### src/rtl/scc_fetch_unit_pkg.sv
`default_nettype none
// ============================================================================
// Module      : scc_fetch_unit_pkg
// Description : Shared defaults and helpers for the SCC instruction fetch
//               stage. The core imports the same package, so both sides agree
//               on address/data widths, the reset PC and the sequential step.
// Revision    : 1.0  initial release
// ============================================================================
package scc_fetch_unit_pkg;

    localparam int          SCC_ADDR_W   = 32;
    localparam int          SCC_DATA_W   = 32;
    localparam int          SCC_DEPTH    = 4;
    localparam int          SCC_PC_INCR  = 1;
    localparam logic [63:0] SCC_RESET_PC = 64'd0;

    // Width of an occupancy counter able to represent 0..depth inclusive.
    function automatic int scc_cnt_w(input int depth);
        return $clog2(depth) + 1;
    endfunction

endpackage : scc_fetch_unit_pkg
`default_nettype wire

### src/rtl/scc_fetch_unit_if.sv
`default_nettype none
// ============================================================================
// Module      : scc_fetch_unit_if
// Description : Bundle of the fetch stage's memory-side, core-control and
//               instruction-delivery signals. The fetch unit connects through
//               the master modport; memory and core models use the slave one.
// Revision    : 1.0  initial release
// ============================================================================
interface scc_fetch_unit_if
    import scc_fetch_unit_pkg::*;
#(
    parameter int ADDR_W = SCC_ADDR_W,
    parameter int DATA_W = SCC_DATA_W
);
    // Instruction memory read port
    logic              imem_en;
    logic [ADDR_W-1:0] imem_addr;
    logic [DATA_W-1:0] imem_data;

    // Core control
    logic              redirect_valid;
    logic [ADDR_W-1:0] redirect_pc;
    logic              halt;
    logic              halted;

    // Instruction delivery handshake
    logic              inst_valid;
    logic [DATA_W-1:0] inst_data;
    logic [ADDR_W-1:0] inst_pc;
    logic              inst_ready;

    modport master (
        output imem_en, imem_addr, inst_valid, inst_data, inst_pc, halted,
        input  imem_data, redirect_valid, redirect_pc, halt, inst_ready
    );

    modport slave (
        input  imem_en, imem_addr, inst_valid, inst_data, inst_pc, halted,
        output imem_data, redirect_valid, redirect_pc, halt, inst_ready
    );

endinterface : scc_fetch_unit_if
`default_nettype wire

### src/rtl/scc_fetch_fifo.sv
`default_nettype none
// ============================================================================
// Module      : scc_fetch_fifo
// Description : Circular prefetch buffer. Pointers carry one extra MSB so that
//               full and empty are distinguishable without a separate counter.
//               Flush has priority over a simultaneous push or pop.
// Revision    : 1.0  initial release
// ============================================================================
module scc_fetch_fifo
    import scc_fetch_unit_pkg::*;
#(
    parameter int DEPTH = SCC_DEPTH,
    parameter int WIDTH = SCC_ADDR_W + SCC_DATA_W
) (
    input  wire logic                        clk,
    input  wire logic                        rst,
    input  wire logic                        i_push,
    input  wire logic                        i_pop,
    input  wire logic                        i_flush,
    input  wire logic [WIDTH-1:0]            i_wdata,
    output logic      [WIDTH-1:0]            o_head,
    output logic      [scc_cnt_w(DEPTH)-1:0] o_count,
    output logic                             o_empty
);
    localparam int PTR_W = scc_cnt_w(DEPTH);
    localparam int IDX_W = PTR_W - 1;

    logic [PTR_W-1:0] r_wr_ptr;
    logic [PTR_W-1:0] r_rd_ptr;
    logic [WIDTH-1:0] r_mem [DEPTH];

    logic w_full;
    logic w_do_push;
    logic w_do_pop;

    assign o_empty   = (r_wr_ptr == r_rd_ptr);
    assign w_full    = (r_wr_ptr[IDX_W] != r_rd_ptr[IDX_W]) &&
                       (r_wr_ptr[IDX_W-1:0] == r_rd_ptr[IDX_W-1:0]);
    assign w_do_push = i_push & ~w_full & ~i_flush;
    assign w_do_pop  = i_pop & ~o_empty & ~i_flush;
    assign o_count   = r_wr_ptr - r_rd_ptr;
    assign o_head    = r_mem[r_rd_ptr[IDX_W-1:0]];

    // Pointer update: reset and flush both return the buffer to empty.
    always_ff @(posedge clk) begin
        if (rst || i_flush) begin
            r_wr_ptr <= '0;
            r_rd_ptr <= '0;
        end else begin
            if (w_do_push) r_wr_ptr <= r_wr_ptr + 1'b1;
            if (w_do_pop)  r_rd_ptr <= r_rd_ptr + 1'b1;
        end
    end

    // Storage write; contents need no reset because the pointers guard them.
    always_ff @(posedge clk) begin
        if (w_do_push) r_mem[r_wr_ptr[IDX_W-1:0]] <= i_wdata;
    end

endmodule : scc_fetch_fifo
`default_nettype wire

### src/rtl/scc_fetch_unit.sv
`default_nettype none
// ============================================================================
// Module      : scc_fetch_unit
// Description : Instruction fetch stage. Owns the PC, issues at most one
//               instruction-memory read per cycle under a credit check, tags
//               each read with an epoch so redirects can discard stale data,
//               and delivers buffered {pc, word} pairs to the core over a
//               valid/ready handshake. A sticky halt stops further issue.
// Revision    : 1.0  initial release
// ============================================================================
module scc_fetch_unit
    import scc_fetch_unit_pkg::*;
#(
    parameter int                ADDR_W   = SCC_ADDR_W,
    parameter int                DATA_W   = SCC_DATA_W,
    parameter int                DEPTH    = SCC_DEPTH,
    parameter int                PC_INCR  = SCC_PC_INCR,
    parameter logic [ADDR_W-1:0] RESET_PC = ADDR_W'(SCC_RESET_PC)
) (
    input  wire logic        clk,
    input  wire logic        rst,
    input  wire logic        i_clk_en,
    scc_fetch_unit_if.master bus
);
    localparam int                CNT_W   = scc_cnt_w(DEPTH);
    localparam logic [CNT_W:0]    c_DEPTH = (CNT_W + 1)'(DEPTH);
    localparam logic [ADDR_W-1:0] c_INCR  = ADDR_W'(PC_INCR);

    // Architectural fetch state
    logic [ADDR_W-1:0] r_pc;
    logic              r_inflight;
    logic              r_tag;
    logic [ADDR_W-1:0] r_req_pc;
    logic              r_epoch;
    logic              r_halt_seen;

    // Queue interface
    logic [CNT_W-1:0]         w_count;
    logic                     w_empty;
    logic [ADDR_W+DATA_W-1:0] w_head;
    logic [CNT_W:0]           w_credit;
    logic                     w_redirect;
    logic                     w_issue;
    logic                     w_push;
    logic                     w_pop;

    // Slots already committed: buffered entries plus the response on its way.
    assign w_credit   = {1'b0, w_count} + {{CNT_W{1'b0}}, r_inflight};
    assign w_redirect = i_clk_en & bus.redirect_valid;
    assign w_issue    = i_clk_en & ~r_halt_seen & ~bus.redirect_valid &
                        (w_credit < c_DEPTH);

    // Capture runs regardless of clk_en because memory data lasts one cycle;
    // a redirect in the same cycle wins and the word is dropped.
    assign w_push = r_inflight & (r_tag == r_epoch) & ~w_redirect;
    assign w_pop  = ~w_empty & bus.inst_ready & i_clk_en & ~w_redirect;

    assign bus.imem_en    = w_issue;
    assign bus.imem_addr  = r_pc;
    assign bus.inst_valid = ~w_empty;
    assign bus.inst_pc    = w_head[ADDR_W+DATA_W-1:DATA_W];
    assign bus.inst_data  = w_head[DATA_W-1:0];
    assign bus.halted     = r_halt_seen & ~r_inflight;

    // PC, in-flight tracking, epoch and halt state.
    always_ff @(posedge clk) begin
        if (rst) begin
            r_pc        <= RESET_PC;
            r_inflight  <= 1'b0;
            r_tag       <= 1'b0;
            r_req_pc    <= '0;
            r_epoch     <= 1'b0;
            r_halt_seen <= 1'b0;
        end else begin
            r_inflight <= w_issue;
            if (w_issue) begin
                r_tag    <= r_epoch;
                r_req_pc <= r_pc;
                r_pc     <= r_pc + c_INCR;
            end
            // Issue is suppressed while redirect_valid is high, so these
            // two PC writes never collide.
            if (w_redirect) begin
                r_pc    <= bus.redirect_pc;
                r_epoch <= ~r_epoch;
            end
            if (i_clk_en && bus.halt) begin
                r_halt_seen <= 1'b1;
            end
        end
    end

    scc_fetch_fifo #(
        .DEPTH (DEPTH),
        .WIDTH (ADDR_W + DATA_W)
    ) u_fifo (
        .clk     (clk),
        .rst     (rst),
        .i_push  (w_push),
        .i_pop   (w_pop),
        .i_flush (w_redirect),
        .i_wdata ({r_req_pc, bus.imem_data}),
        .o_head  (w_head),
        .o_count (w_count),
        .o_empty (w_empty)
    );

endmodule : scc_fetch_unit
`default_nettype wire

### src/flat_wrapper.sv
// flat-port wrapper written by rule: the top's interface ports become plain ports
module scc_fetch_unit_flat import scc_fetch_unit_pkg::*;
#(
    parameter int                ADDR_W   = SCC_ADDR_W,
    parameter int                DATA_W   = SCC_DATA_W,
    parameter int                DEPTH    = SCC_DEPTH,
    parameter int                PC_INCR  = SCC_PC_INCR,
    parameter logic [ADDR_W-1:0] RESET_PC = ADDR_W'(SCC_RESET_PC)
)
  (clk, rst, i_clk_en, bus_imem_en, bus_imem_addr, bus_inst_valid, bus_inst_data, bus_inst_pc, bus_halted, bus_imem_data, bus_redirect_valid, bus_redirect_pc, bus_halt, bus_inst_ready);
  scc_fetch_unit_if #(.ADDR_W(ADDR_W), .DATA_W(DATA_W)) bus_i ();
  input  wire logic clk;
  input  wire logic rst;
  input  wire logic i_clk_en;
  output wire logic [$bits(bus_i.imem_en)-1:0] bus_imem_en;
  output wire logic [$bits(bus_i.imem_addr)-1:0] bus_imem_addr;
  output wire logic [$bits(bus_i.inst_valid)-1:0] bus_inst_valid;
  output wire logic [$bits(bus_i.inst_data)-1:0] bus_inst_data;
  output wire logic [$bits(bus_i.inst_pc)-1:0] bus_inst_pc;
  output wire logic [$bits(bus_i.halted)-1:0] bus_halted;
  input wire logic [$bits(bus_i.imem_data)-1:0] bus_imem_data;
  input wire logic [$bits(bus_i.redirect_valid)-1:0] bus_redirect_valid;
  input wire logic [$bits(bus_i.redirect_pc)-1:0] bus_redirect_pc;
  input wire logic [$bits(bus_i.halt)-1:0] bus_halt;
  input wire logic [$bits(bus_i.inst_ready)-1:0] bus_inst_ready;
  assign bus_imem_en = bus_i.imem_en;
  assign bus_imem_addr = bus_i.imem_addr;
  assign bus_inst_valid = bus_i.inst_valid;
  assign bus_inst_data = bus_i.inst_data;
  assign bus_inst_pc = bus_i.inst_pc;
  assign bus_halted = bus_i.halted;
  assign bus_i.imem_data = bus_imem_data;
  assign bus_i.redirect_valid = bus_redirect_valid;
  assign bus_i.redirect_pc = bus_redirect_pc;
  assign bus_i.halt = bus_halt;
  assign bus_i.inst_ready = bus_inst_ready;
  scc_fetch_unit #(.ADDR_W(ADDR_W), .DATA_W(DATA_W), .DEPTH(DEPTH), .PC_INCR(PC_INCR), .RESET_PC(RESET_PC)) u_core (.clk(clk), .rst(rst), .i_clk_en(i_clk_en), .bus(bus_i));
endmodule
### config.mk
export PLATFORM = sky130hd
export DESIGN_NAME = scc_fetch_unit_flat
export DESIGN_NICKNAME = d
export VERILOG_FILES = /design/src/rtl/scc_fetch_unit_pkg.sv /design/src/rtl/scc_fetch_unit_if.sv /design/src/rtl/scc_fetch_fifo.sv /design/src/rtl/scc_fetch_unit.sv /design/src/flat_wrapper.sv
export SDC_FILE = /design/constraint.sdc
export NUM_CORES = 1
export LEC_CHECK = 0
export ABC_AREA = 0
export CAP_MARGIN = 15
export CORE_ASPECT_RATIO = 1.2
export CORE_MARGIN = 5
export CORE_UTILIZATION = 55
export DETAILED_ROUTE_END_ITERATION = 10
export GPL_TIMING_DRIVEN = 0
export PLACE_DENSITY = 0.78
export SLEW_MARGIN = 20
export SYNTH_ARGS = -nofsm -noshare
export SYNTH_HDL_FRONTEND = slang
export SYNTH_SLANG_ARGS = --single-unit
### constraint.sdc
create_clock -name clk -period 7.65 [get_ports clk]
set_input_delay 0.765 -clock clk [delete_from_list [all_inputs] [get_ports clk]]
set_output_delay 0.765 -clock clk [all_outputs]
set_load 0.01 [all_outputs]
# After elaboration in Yosys (flattened, before gate mapping)
# Memories as Yosys holds them, arrays and structs flattened. A register that Yosys moved wholly into a read port is not among the register bits.
# Index checks and enable logic that the tools add are counted.
# word_totals
reg_bits,74
latch_bits,0
ramBits,256
mem_bits_ro,0
word_cells,50
n_memories,1
# memory_table
memory,depth,width,read_ports,rd_ports_with_merged_regs,wr,line_no,source
u_core.u_fifo.r_mem,4,64,1,1,1,scc_fetch_fifo.sv:30,logic [WIDTH-1:0] r_mem [DEPTH];
# op_classes
n_addsub,5
n_mul,0
n_div,0
magnitude_cmp,1
eq_ne,4
n_shift,0
muxes,6
n_bitwise,21
reduce_logical,4
# op_table
operator,count
$mux 32,2
$add 32x1->32 const B,1
$and 1x1->1,14
$not 1->1,7
$add 3x1->3 const B,2
$add 3x1->4,1
$lt 4x3->1 const B,1
$mux 2,2
$eq 3x3->1,1
$sub 3x3->3,1
$eq 2x2->1,1
$logic_and 1x1->1,2
$mux 1,2
$reduce_bool 2->1,1
$eq 1x1->1,1
$logic_or 1x1->1,1
$ne 1x1->1,1

# Depth between registers and ports, before layout
# Gate-level depths: netlist (run 1).
# logic_depth
word_depth,9
depth_mapped,10
ltp_nobuf,9

# Hierarchy
# Synthesis (run 1) repeated with hierarchy kept, for this count alone.
# unflattened
hier_cells,783
hier_area_um2,12877.4
# by_module_without_submodules
mod,instances,cells_per_inst,area_per_inst_um2,seq_area_each_um2
scc_fetch_fifo,1,394,9806.9,7847.5
scc_fetch_unit,1,389,3070.4,1361.3

# Worst setup path after synthesis (run 1)
# OpenSTA, ideal clock, no wires.
# synth_path
kind,input-to-reg
startpoint,in i_clk_en
endpoint,mem u_core.u_fifo.r_mem[3][0] in the netlist's numbering (enable)
setup_ns,0.430
t_arrival_ns,2.726
slack_ns,4.494
path_stages,3
n_path_buf,0
path_cell_list,nand2_1 > o2111a_1 > and2_1
# synth_via
elab_chain_len,7
# synth_lines
item,line_no,source
"start, declared",flat_wrapper.sv:14,input wire logic i_clk_en;
$and 1x1->1 *,scc_fetch_unit.sv:49,assign w_redirect = i_clk_en & bus.redirect_valid;
$not 1->1 *,"scc_fetch_fifo.sv:39, scc_fetch_unit.sv:55",
$and 1x1->1,scc_fetch_unit.sv:55,assign w_push = r_inflight & (r_tag == r_epoch) & ~w_redirect;
$and 1x1->1,scc_fetch_fifo.sv:39,assign w_do_push = i_push & ~w_full & ~i_flush;
$and 1x1->1 *,scc_fetch_fifo.sv:39,
$mux 1 *,scc_fetch_fifo.sv:57,if (w_do_push) r_mem[r_wr_ptr[IDX_W-1:0]] <= i_wdata;
$mux 1 (implied by the code) *,scc_fetch_fifo.sv:57,
"end, declared",scc_fetch_fifo.sv:30,
# Every way passes the cells marked *; elsewhere a longest branch is shown, timed or not.

# Final worst setup path (run 1)
# layout_path
startpoint,reg u_core.u_fifo.r_wr_ptr[0]
endpoint,out bus_imem_en
# layout_via
elab_chain_len,4
# layout_lines
item,line_no,source
"start, declared",scc_fetch_fifo.sv:28,logic [PTR_W-1:0] r_wr_ptr;
"start signal, assigned",scc_fetch_fifo.sv:50,if (w_do_push) r_wr_ptr <= r_wr_ptr + 1'b1;
$sub 3x3->3,scc_fetch_fifo.sv:41,assign o_count = r_wr_ptr - r_rd_ptr;
$add 3x1->4,scc_fetch_unit.sv:48,"assign w_credit = {1'b0, w_count} + {{CNT_W{1'b0}}, r_inflight};"
$lt 4x3->1,scc_fetch_unit.sv:51,(w_credit < c_DEPTH);
$and 1x1->1,scc_fetch_unit.sv:50,assign w_issue = i_clk_en & ~r_halt_seen & ~bus.redirect_valid &
"end, declared",flat_wrapper.sv:15,output wire logic [$bits(bus_i.imem_en)-1:0] bus_imem_en;
# Every way passes these cells.

==> run metrics, run 1 <==
status completed; total clock sinks 332; nets 1072; first-pass GRT wire length 42400 microns; flops & latches, synth 332; most frequent cells in the layout edfxtp_1 (256), clkdlybuf4s50_1 (167), nand2_1 (85); ant diodes 0; Slew HR 42.1%; worst reg-to-reg path cell count 9; Synth cell types 56; Final Hold Fails 0; CTS Hold Buffers Added 0; Ports 169; CTS Buf Count 31; Remaining DRCs 0; Mapped Cells 789; asr flop ratio synth 0%; Iter 0 DRT Violations 520; Slew Viols, Final 0; Buf+Inv Stages, Crit Path 5; post-detailed-route wirelength per cell 20.6 microns; die area between 20000 and 30000 sq um; I/O Buffers 167; setup TNS 0 ns; placed cell area ~15000 sq um; post-cts sizing count 0; f_max 0.216 GHz; Clock Tree Root clkbuf_16; leading cell type in the layout, fill and taps excluded edfxtp_1; DIE HEIGHT 178 microns; Skew-Pair Late Insertion Delay 0.54 ns; clk buf depth 3; largest net degree at the start of global routing 49; crit path DAT 3.86 ns; Util after Layout 69.2%; Syn Area/Cell 16.4 sq um; initial core utilization between 50% and 60%; CP Launch Type flop; CP cell instances inv_1 > ha_1 > fa_1 > xnor3_1 > nand3_2 > inv_1 > buf_2 > buf_1 > clkdlybuf4s50_1; DRT Pass-1 Iters 5; Detailed Place HPWL between 15000 and 20000 microns; Pwr per Cell Area 223 nW/um^2; CORE AREA 23100 sq um; largest delay contributor family on the critical path buffers and inverters; GRT Total Usage 20.6%; worst setup path category flop to output port; post-synthesis sequential area ratio 71.3%; syn_nets just under 900; DR vias 7583; postcts setup bufs 0; Vias/cell 5.69; final setup violation count 0; RR Endpoint u_core.r_req_pc[3]; Clock Skew approximately 0.013 ns; Synth Warn # 0; Leakage Power between 5 and 6 nW; Max Cap Violations 0; HP Class flop to flop; stages on the worst setup path 9; CP peak stage delay 0.64 ns; maximum VDD drop between 0.2 and 0.25 mV; Top FF cell, synth edfxtp_1; grt ovf 0; crit-path most repeated cell inv_1; H-tree Lvls 1; actual slew at the worst max-slew pin 0.869 ns; final antenna-violating net count 0; WL final 27400 microns; RD Place Congestion approximately 0.94; Critical R2R Launch u_core.u_fifo.r_wr_ptr[0]; Critical-path top delay cell clkdlybuf4s50_1; Max Fanout on Critical Path 10; Hold Crit Depth 2; number of global-route vias before repair 7664; Worst setup EP type output port; RSZ-0062 raised after global routing false; Worst EP required roughly 7 ns; R2R Setup Slk 4.40 ns; hold path endpoint u_core.r_tag; initial antenna violation count 0; placement row count 61; Final Cell Area 16000 sq um; die width 150 microns; Min Clock Period, post-route 4.62 ns; Clock transition at path regs 0.06 ns; CTS tree done; Syn-to-layout area delta 23.9%; synthesized cell area between 10000 and 15000 sq um; crit share post-route 60.4%; Hold Startpoint u_core.r_tag; Post-synth EDFFs 256; ratio of cells with drive above 1 in the final layout 13.8%
[per-layer routing]
layer	vias to the layer above	share of wire, %	track usage (%)
met5	-	0	0
met4	0	2.2	5.42
met3	46	7.3	3.22
met2	300	50	35.0
met1	3739	40	28.2
li1	3498	-	-
[worst max path at each step]
stage                                    from                         end  slack, ns
detailed placement                   i_clk_en                 bus_imem_en       3.32
CTS                 u_core.u_fifo.r_wr_ptr[0]                 bus_imem_en       3.00
floorplan                            i_clk_en   u_core.u_fifo.r_mem[3][0]       4.49
finish              u_core.u_fifo.r_wr_ptr[0]                 bus_imem_en       3.03
global route        u_core.u_fifo.r_wr_ptr[0]                 bus_imem_en       2.85
global placement                     i_clk_en  u_core.u_fifo.r_mem[3][44]       2.52
[cell usage after synthesis, types with 2 or more instances]
| cell | number | share of area [%] |
|---|---|---|
| a211oi_1 | 11 | 0.64 |
| a21oi_1 | 46 | 1.8 |
| a221oi_1 | 5 | 0.34 |
| a22oi_1 | 3 | 0.17 |
| a311oi_1 | 2 | 0.14 |
| a31oi_1 | 5 | 0.24 |
| and2_1 | 7 | 0.34 |
| and4_1 | 5 | 0.34 |
| buf_1 | 14 | 0.41 |
| buf_2 | 7 | 0.27 |
| clkbuf_1 | 25 | 0.73 |
| dfxtp_1 | 76 | 12 |
| edfxtp_1 | 256 | 60 |
| ha_1 | 8 | 0.78 |
| inv_1 | 6 | 0.17 |
| mux2_2 | 3 | 0.26 |
| mux4_2 | 64 | 11 |
| nand2_1 | 85 | 2.5 |
| nand2b_1 | 4 | 0.19 |
| nand3_1 | 14 | 0.54 |
| nand4_1 | 15 | 0.73 |
| nor2_1 | 38 | 1.1 |
| nor2b_1 | 7 | 0.34 |
| nor3_1 | 8 | 0.31 |
| nor3b_1 | 2 | 0.12 |
| nor4_1 | 12 | 0.58 |
| nor4_2 | 3 | 0.29 |
| nor4_4 | 2 | 0.33 |
| o211ai_1 | 3 | 0.17 |
| o21ai_0 | 6 | 0.23 |
| or3_1 | 3 | 0.15 |
| or4_1 | 2 | 0.12 |
| xnor2_1 | 17 | 1.2 |
| xor2_1 | 3 | 0.20 |
[tightest hold or removal path: cells and delay by family, from the launching register on]
| kind | cells | cell delay [ns] |
|---|---|---|
| AND/OR/NAND/NOR | 1 | 0.06 |
| flip-flops | 1 | 0.32 |
| AO/OA/AOI/OAI | 1 | 0.06 |
[registers in the layout, indices dropped and copies added (netlist names), named ones only]
signal / cells
u_core.bus.imem_addr: 32
u_core.r_epoch: 1
u_core.r_halt_seen: 1
u_core.r_inflight: 1
u_core.r_req_pc: 32
u_core.r_tag: 1
u_core.u_fifo.r_mem: 256
u_core.u_fifo.r_rd_ptr: 3
u_core.u_fifo.r_wr_ptr: 3
[where the power goes]
group | total, W | internal (W) | leakage [nW] | switching [W]
logic | 0.000182 | 0.0000927 | 1.62 | 0.0000893
clock network | 0.00140 | 0.000782 | 0.458 | 0.000617
registers | 0.00198 | 0.00196 | 3.11 | 0.0000272
[logic make-up (layout without fill, tap and decap cells)]
kind of cell / count (synthesis) / after routing / synth area share, %
buffers and inverters: 53 / 281 / 1.64
muxes: 68 / 68 / 11.5
adders and majority gates: 9 / 9 / 0.930
and+or+nand+nor: 215 / 215 / 8.54
xor gates and xnor gates: 22 / 22 / 1.71
DFF: 332 / 332 / 71.3
AOI/OAI and AO/OA: 90 / 90 / 4.37
[through the flow]
stage,total power (W),instances,setup slack (ns),hold slack (ns)
after global routing,0.00369,1332,2.85,0.526
after CTS,0.00359,1332,3.00,0.488
after global placement,0.00220,1271,2.52,0.460
final,0.00356,1332,3.03,0.483
after floorplan,0.00209,789,4.49,0.449
after detailed placement,0.00220,1275,3.32,0.479
[final cells by class]
cell class,instances,area (sq um)
clock buffers,42,817
repair buffers,171,1770
inverters,6,22.5
clock inverters,15,104
fillers,1598,7120
plain buffers,47,189
flip-flops and latches,332,9210
multi-input cells,404,3500
well taps,315,394
Note: power is estimated with default switching activity, not from simulation.
==> run 2, diff against run 1 <==
- clock period: 7.65 -> 4.6 ns (I/O delays scaled with it)
==> results of run 2 <==
The final DEF is identical to that of run 1. Status: completed.
Main changes from that run: setup slack after placement 3.32 ns -> 0.872 ns; setup slack after layout 3.03 ns -> 0.281 ns; hold slack 0.483 ns -> 0.390 ns; register-to-register setup slack 4.40 ns -> 1.35 ns; end point of the worst hold path u_core.r_tag -> u_core.bus.imem_addr[31]; total power 0.00356 W -> 0.00593 W; worst IR drop on VDD 0.213 mV -> 0.353 mV
==> patch: new RTL, config.mk and constraints of run 2 <==
Reset style: asynchronous (`rst`), changed in one clocked block.
--- a/src/rtl/scc_fetch_unit.sv
+++ b/src/rtl/scc_fetch_unit.sv
@@ -63,7 +63,7 @@
     assign bus.halted     = r_halt_seen & ~r_inflight;
 
     // PC, in-flight tracking, epoch and halt state.
-    always_ff @(posedge clk) begin
+    always_ff @(posedge clk or posedge rst) begin
         if (rst) begin
             r_pc        <= RESET_PC;
             r_inflight  <= 1'b0;
Behaviour: differs if rst is asserted again (counterexample within 4 cycles, from zero or initial values and one cycle with rst high); with rst held inactive, the same outputs for 4 cycles.
==> patch against run 2 <==
Largest power group unchanged; area after synthesis fell by 0.11%; design area rose by 0.76%; largest cell class unchanged; sequential cell count did not move; final cell count fell by 2.4%; worst setup slack improved by 160 ps; highest routed layer unchanged; utilization rose by 0.52 points; routed wire length fell by 2.9%; power rose by 7.2%; clock power rose by 8%.
==> patch: results (changes against run 2) <==
- Final Net Count: 1040 (-3.0%)
- Syn Nets: 835 (-3.8%)
- Count of cell types in the netlist: 50 (-11%)
- Adder-cell share of the synthesized area: 0.9311% (+0.00099 points)
- Post-synth top cells: edfxtp_1 (256), nand2_1 (135), dfrtp_1 (68)
- Post-synthesis xor/xnor area fraction: 1.746% (+0.031 points)
- GRT Total Usage: 20.16% (-0.48 points)
- Post-synthesis mux area share: 11.25% (-0.25 points)
- Largest net degree at the start of global routing: 44 (-10%)
- # fillers: 1526 (-4.5%)
- Signal buf overhead: 12.11% (-0.11 points)
- DP Cell Count: 1244 (-2.4%)
- CTS buffer count: 30 (-3.2%)
- Non-CTS buffers: 208 (-4.6%)
- VDD IR max: 0.2683 mV (-24%)
- CTS max path bufs: 3 (unchanged)
- Clock sinks: 332 (unchanged)
- Layout clock area frac: 6.300% (+0.55 points)
- Multi-In Gates: 377 (-6.7%)
- Pwr Density: 394.0 mW/mm^2 (+6.4%)
- Arrival time worst endpoint: 3700 ps (-160 ps)
- Leak: 5.598 nW (+7.9%)
- Pre-CTS setup slack: 1026 ps (+154.0 ps)
- DRT iter0 DRCs: 506 (-2.7%)
- CP max stage delay: 590 ps (-50 ps)
- First-pass GRT wire length: 41.61 mm (-2.0%)
- Top post-synthesis cells by area: edfxtp_1 (60%), dfrtp_1 (13%), mux4_2 (11%), nand2_1 (3.9%), dfxtp_1 (1.2%)
- Drt wl/cell: 20.47 um (-0.53%)
- Vias in the first global route: 7585 (-1.0%)
- Switching power: 1.339 mW (+9.8%)
- Compound-Gate Fraction of Synth Area: 2.522% (-1.8 points)
- Worst Hold Class: in -> async
- Combinational Power Share: 5.3% (+0.2 points)
- Multi-input gate area: 0.003162 mm^2 (-9.8%)
- Status: finished clean
- Layout area overhead: 25.01%
- Clk_skew: 7.497 ps (-5.790 ps)
- Share of cells above drive strength 1: 13.50% (-0.26 points)
- Non-CTS inverters: 12 (+6)
- Register area share after synthesis: 74.03% (+2.7 points)
- GPL Wtd Cong: 0.8576 (-8.6%)
- Final cell count without fillers: 1300 (-2.4%)
- Sequential share of power: 55.1% (-0.6 points)
- CLK BUF: 41 (-2.4%)
- Post-synthesis area per instance: 17.06 um^2 (+4.3%)
- Number of vias per cell: 5.608 (-1.5%)
- CP Max Fanout: 11 (+1)
[patch: routing by layer]
layer / track usage, % / part of all wire, %
met5: 0 / 0
met4: 5.797 / 2.1
met3: 4.036 / 7.3
met2: 33.53 / 50
met1: 27.40 / 41
[patch: worst paths after layout]
check	startpoint	endpoint	slack, ps
max in group asynchronous	rst	u_core.r_req_pc[6]$_DFFE_PP0P_	3730
worst min-delay path	rst	u_core.r_req_pc[23]$_DFFE_PP0P_	320
worst max register to register	u_core.u_fifo.r_wr_ptr[0]$_SDFFE_PP0P_	u_core.bus.imem_addr[26]$_DFFE_PP0P_	1650
worst min register to register	u_core.r_halt_seen$_DFFE_PP0P_	u_core.r_halt_seen$_DFFE_PP0P_	480
worst max-delay path	u_core.u_fifo.r_wr_ptr[0]$_SDFFE_PP0P_	bus_imem_en	440
min in group clk	bus_redirect_pc[6]	u_core.bus.imem_addr[6]$_DFFE_PP0P_	450
